==> config.mk <==
export PLATFORM = sky130hd
export DESIGN_NAME = cp0_exc_ctrl
export DESIGN_NICKNAME = d
export VERILOG_FILES = /design/src/rtl/cp0_exc_ctrl_pkg.sv /design/src/rtl/cp0_exc_ctrl_int_arb.sv /design/src/rtl/cp0_exc_ctrl.sv
export SDC_FILE = /design/constraint.sdc
export NUM_CORES = 1
export LEC_CHECK = 0
export CAP_MARGIN = 20
export CORE_MARGIN = 2
export CORE_UTILIZATION = 40
export DETAILED_ROUTE_END_ITERATION = 10
export PLACE_DENSITY = 0.81
export SLEW_MARGIN = 0
export SYNTH_ARGS = -nofsm -noshare
export SYNTH_HDL_FRONTEND = slang
export SYNTH_SLANG_ARGS = --single-unit
==> constraint.sdc <==
create_clock -name clk -period 2.7 [get_ports clk]
set_input_delay 0.54 -clock clk [delete_from_list [all_inputs] [get_ports clk]]
set_output_delay 0.54 -clock clk [all_outputs]
set_load 0.02 [all_outputs]
==> src/rtl/cp0_exc_ctrl_pkg.sv <==
// Shared CP0 definitions: exception codes, register numbers, field positions and defaults.
package cp0_exc_ctrl_pkg;

   localparam logic [4:0] EXC_INT  = 5'd0;
   localparam logic [4:0] EXC_ADEL = 5'd4;
   localparam logic [4:0] EXC_ADES = 5'd5;
   localparam logic [4:0] EXC_SYS  = 5'd8;
   localparam logic [4:0] EXC_RI   = 5'd10;
   localparam logic [4:0] EXC_OV   = 5'd12;

   localparam logic [4:0] CP0_SR    = 5'd12;
   localparam logic [4:0] CP0_CAUSE = 5'd13;
   localparam logic [4:0] CP0_EPC   = 5'd14;
   localparam logic [4:0] CP0_PRID  = 5'd15;

   localparam int unsigned SR_IE        = 0;
   localparam int unsigned SR_EXL       = 1;
   localparam int unsigned SR_IM_LO     = 10;
   localparam int unsigned CAUSE_EXC_LO = 2;
   localparam int unsigned CAUSE_IP_LO  = 10;
   localparam int unsigned CAUSE_BD     = 31;

   localparam logic [31:0] HANDLER_ADDR_DEF = 32'h0000_4180;
   localparam logic [31:0] PRID_DEF         = 32'h4D49_5053;

   typedef enum logic [0:0] {
      ST_IDLE    = 1'b0,
      ST_HANDLER = 1'b1
   } cp0_state_e;

   // Return address for a faulting instruction: back up over the branch when in a delay slot.
   function automatic logic [31:0] epc_of(input logic [31:0] pc, input logic bd);
      return (bd ? pc - 32'd4 : pc) & ~32'h3;
   endfunction

endpackage

==> src/rtl/cp0_exc_ctrl_int_arb.sv <==
// Hardware interrupt masking: any enabled line with its IM bit set raises a request.
module cp0_exc_ctrl_int_arb (
   input  logic [5:0] hwint_i,
   input  logic [5:0] im_i,
   input  logic       ie_i,
   output logic       pend_o
);

   assign pend_o = ie_i & (|(hwint_i & im_i));

endmodule

==> src/rtl/cp0_exc_ctrl.sv <==
// CP0 exception/interrupt controller at the M stage: SR/Cause/EPC/PRId, entry decision and redirect.
module cp0_exc_ctrl
   import cp0_exc_ctrl_pkg::*;
#(
   parameter logic [31:0] HANDLER_ADDR = HANDLER_ADDR_DEF,
   parameter logic [31:0] PRID_VAL     = PRID_DEF
) (
   input  logic        clk,
   input  logic        reset,
   input  logic        M_valid,
   input  logic [31:0] M_pc,
   input  logic        M_bd,
   input  logic [4:0]  M_exCode,
   input  logic [5:0]  HWInt,
   input  logic        cp0_we,
   input  logic [4:0]  cp0_addr,
   input  logic [31:0] cp0_wdata,
   input  logic        eret,
   output logic [31:0] cp0_rdata,
   output logic        exc_req,
   output logic [31:0] exc_pc,
   output logic [31:0] epc_out,
   output logic        in_handler
);

   logic [5:0]  im_q, im_d;
   logic        exl_q, exl_d;
   logic        ie_q, ie_d;
   logic        bd_q, bd_d;
   logic [5:0]  ip_q, ip_d;
   logic [4:0]  exccode_q, exccode_d;
   logic [31:0] epc_q, epc_d;
   cp0_state_e  state_q, state_d;

   logic        int_pend;
   logic        masked;
   logic        int_req;
   logic        exe_req;
   logic [31:0] sr_word;
   logic [31:0] cause_word;

   cp0_exc_ctrl_int_arb u_int_arb (
      .hwint_i (HWInt),
      .im_i    (im_q),
      .ie_i    (ie_q),
      .pend_o  (int_pend)
   );

   assign masked  = (state_q == ST_HANDLER);
   assign int_req = int_pend & ~masked & M_valid;
   assign exe_req = (M_exCode != EXC_INT) & ~masked & M_valid;
   // Gated by reset so the redirect is quiet while reset is held, even with a live exCode.
   assign exc_req = (int_req | exe_req) & reset;

   assign exc_pc     = exc_req ? HANDLER_ADDR : epc_q;
   assign epc_out    = epc_q;
   assign in_handler = exl_q;

   always_comb begin
      sr_word                      = '0;
      sr_word[SR_IE]               = ie_q;
      sr_word[SR_EXL]              = exl_q;
      sr_word[SR_IM_LO +: 6]       = im_q;
      cause_word                   = '0;
      cause_word[CAUSE_BD]         = bd_q;
      cause_word[CAUSE_IP_LO +: 6] = ip_q;
      cause_word[CAUSE_EXC_LO +: 5] = exccode_q;
   end

   always_comb begin
      case (cp0_addr)
         CP0_SR:    cp0_rdata = sr_word;
         CP0_CAUSE: cp0_rdata = cause_word;
         CP0_EPC:   cp0_rdata = epc_q;
         CP0_PRID:  cp0_rdata = PRID_VAL;
         default:   cp0_rdata = '0;
      endcase
   end

   always_comb begin
      im_d      = im_q;
      exl_d     = exl_q;
      ie_d      = ie_q;
      bd_d      = bd_q;
      ip_d      = HWInt;
      exccode_d = exccode_q;
      epc_d     = epc_q;
      if (exc_req) begin
         exl_d     = 1'b1;
         bd_d      = M_bd;
         exccode_d = int_req ? EXC_INT : M_exCode;
         epc_d     = epc_of(M_pc, M_bd);
      end else begin
         if (cp0_we) begin
            if (cp0_addr == CP0_SR) begin
               im_d  = cp0_wdata[SR_IM_LO +: 6];
               exl_d = cp0_wdata[SR_EXL];
               ie_d  = cp0_wdata[SR_IE];
            end else if (cp0_addr == CP0_EPC) begin
               epc_d = cp0_wdata;
            end
         end
         if (eret) exl_d = 1'b0;
      end
      state_d = exl_d ? ST_HANDLER : ST_IDLE;
   end

   always_ff @(posedge clk or negedge reset) begin
      if (!reset) begin
         im_q      <= '0;
         exl_q     <= 1'b0;
         ie_q      <= 1'b0;
         bd_q      <= 1'b0;
         ip_q      <= '0;
         exccode_q <= '0;
         epc_q     <= '0;
         state_q   <= ST_IDLE;
      end else begin
         im_q      <= im_d;
         exl_q     <= exl_d;
         ie_q      <= ie_d;
         bd_q      <= bd_d;
         ip_q      <= ip_d;
         exccode_q <= exccode_d;
         epc_q     <= epc_d;
         state_q   <= state_d;
      end
   end

endmodule
==> results.txt <==
H-tree levels - 2
io pins - 184
CP arrival - 2.11 ns
number of synthesized register bits - 52
die area - 0.009513 mm2
area grow syn2layout - 67.47%
CTS tree - yes
Via-to-Cell Ratio - 5.184
Max Slew Vio Count - 0
Final Cycle Share - 98.02%
ys flop type - dfrtp_1
core box area - 0.008593 mm2
worst-path fanout max - 7
CTS Buf Count - 5
Buffers on Ports - 181
Die Y - 97.54 um
first-pass GRT wire length - 19,330 um
# nets final - 673
antenna violations before repair - 0
# rows - 34
Power Internal - 1.901 mW
Worst-path clk slew - 0.10 ns
Worst Tran Pin Value - 0.6903 ns
cell area power density - 513.1 mW/mm2
Pre-antenna DRT Iters - 4
Crit Path Class - in -> out
initial DRC count - 92
Overflow after GRT - 0
CP startpoint kind - input pin
Comb power frac - 45.2%
Routed WL - 12,050 um
Routability Congestion - 0.8702
hold buffer count at CTS - 0
Worst VDD drop - 279.4 uV
Critical Path RT - 2.16 ns
Final HPWL DP - 9095 um
clock sinks - 52
net switching power - 1.106 mW
Hold WS - 0.3630 ns
Reg power frac - 36.1%
largest net degree at the start of global routing - 53
RSZ-0062 raised after global routing - yes
count leader, synth - mux2i_1
outcome - completed
maximum clock frequency - 377.8 MHz
Avg WL per Cell - 17.33 um
Area contributors post-synth - dfrtp_1, mux2i_1, nor2b_1
n_diodes - 0
# DRC - 0
fin util - 68.20%
yosys warns - 0
post-route setup slack - 0.05336 ns
Mapped Nets - 464
Root Buffer - clkbuf_8
Post-Synthesis Cell Area - 0.003500 mm2
syn avg cell area - 9.283 um2
chip width - 97.54 um
Clk Latency, worst-skew pair - 0.31 ns
layout cell share with drive strength beyond 1 - 18.57%
synth unique cells - 46
Post-synth ARST share - 100.0%
Max Cap Violations - 0
Crit. End Element - primary output
Post-Synthesis Cells - 377
max_slew headroom - 53.98%
routed vias - 3,603
Initial Util - 40.73%
Yosys top cell area share - 37.18%
clock network power share - 18.6%
Post-Place Cells - 674
Pleak - 2.790 nW
Seq/Total Area, Yosys - 37.18%
Final Setup Violations - 0
post-route insts no fill - 695
Post-DRT Antenna Nets - 0
Filler cells - 698
Net Sw Frac - 36.77%
Post-synth EDFFs - 0
Final Critical Period - 2.647 ns
Total Power - 3.007 mW
vias in the first global route - 3,735
worst hold path class - in -> reg
final hold vios - 0
cell taking the most area after synthesis - dfrtp_1
Longest Clk Path Bufs - 2
commonest cells in the netlist - mux2i_1, dfrtp_1, nor2_1, nor2b_1, xnor2_1
GRT Total Usage - 24.98%
worst clock skew - 0.004779 ns
Setup WS pre-CTS - -0.6631 ns
[cell type report]
| cell class | instances | area [um2] | share of cell area [%] |
|---|---|---|---|
| Multi-Input combinational cell | 296 | 2148 | 36.66 |
| Tap cell | 108 | 135.1 | 2.306 |
| Sequential cell | 52 | 1301 | 22.20 |
| Clock buffer | 5 | 68.82 | 1.174 |
| Timing Repair Buffer | 224 | 2135 | 36.42 |
| Inverter | 7 | 26.28 | 0.4483 |
| Clock inverter | 3 | 46.29 | 0.7899 |
[worst max-delay path, cell delays in order]
cell and delay [ns]:
dlygate4sd2_1 0.24, a22o_1 0.21, o31ai_4 0.32, a211oi_4 0.13, buf_4 0.16, buf_12 0.12, buf_16 0.14, nor2b_1 0.10
buf_4 0.14
[metal layers]
layer  up-vias  wire length [um]  track usage [%]
li1       1733                 -                -
met1      1724              5133            32.14
met2       131              5974            42.97
met3        15               765            5.108
met4         0               172            6.303
met5         -                 0                0
[worst paths after layout]
| check | startpoint | end | slack, ns | cells past startpoint |
|---|---|---|---|---|
| max | HWInt[2] | exc_pc[13] | 0.05 | 9 |
| min | HWInt[0] | ip_q[0] | 0.36 | 1 |
| max reg2reg | im_q[0] | im_q[2] | 0.17 | 11 |
| min reg2reg | im_q[4] | im_q[4] | 0.53 | 1 |
| max in group asynchronous | reset | epc_out[29] | 1.85 | 2 |
| min in group asynchronous | reset | ip_q[4] | 0.39 | 2 |
[cell families (layout without fill, tap and decap cells)]
group,count (synthesis),in the layout,synth area share (%)
buf+inv,29,239,3.361
compound gates,37,37,6.472
xor+xnor,29,29,7.258
mux,68,68,19.74
fa+ha+maj,1,1,0.3575
simple gates,161,161,25.63
flops,52,52,37.18
[through the flow]
step | TNS (ns) | area [um2]
floorplan | 0 | 3500
global placement | -23.72 | 5670
detailed placement | -26.29 | 5670
CTS | 0 | 5884
global route | -0.002069 | 5861
finish | 0 | 5861
[power by group through the flow]
stage                     Clock (mW)  Sequential (mW)  Combinational (mW)
after floorplan                    0             1.19               0.518
after global placement             0             1.09                1.35
after detailed placement           0             1.10                1.38
after CTS                      0.577             1.09                1.37
after global routing           0.600             1.11                1.44
final                          0.560             1.09                1.36
[flip-flops by register name, indices dropped and copies added, names as in the netlist]
register    count
epc_out        32
im_q            6
ip_q            6
exccode_q       5
bd_q            1
ie_q            1
in_handler      1
[placed cells by master (no fill, tap or decap), types with 8 or more instances in the layout]
cell type | Yosys | routed
buf_4 | 0 | 33
buf_2 | 7 | 22
and3_1 | 11 | 11
mux2i_1 | 60 | 60
nor2_1 | 43 | 41
nand2_1 | 18 | 18
a21oi_1 | 8 | 8
nand3_1 | 10 | 9
nor3_1 | 9 | 9
xnor2_1 | 23 | 23
nor2b_1 | 33 | 29
nor4_1 | 10 | 10
dfrtp_1 | 52 | 52
dlygate4sd2_1 | 0 | 38
clkdlybuf4s50_1 | 0 | 104
o21ai_1 | 12 | 12
[repair_timing]
action	in CTS	in global routing
cloned	3	0
setup endpoints to repair	65	20
gates resized for setup	188	14
setup buffers	10	0
hold endpoints to repair	0	0
pin swaps	8	6
Note: power is estimated with default switching activity, not from simulation.
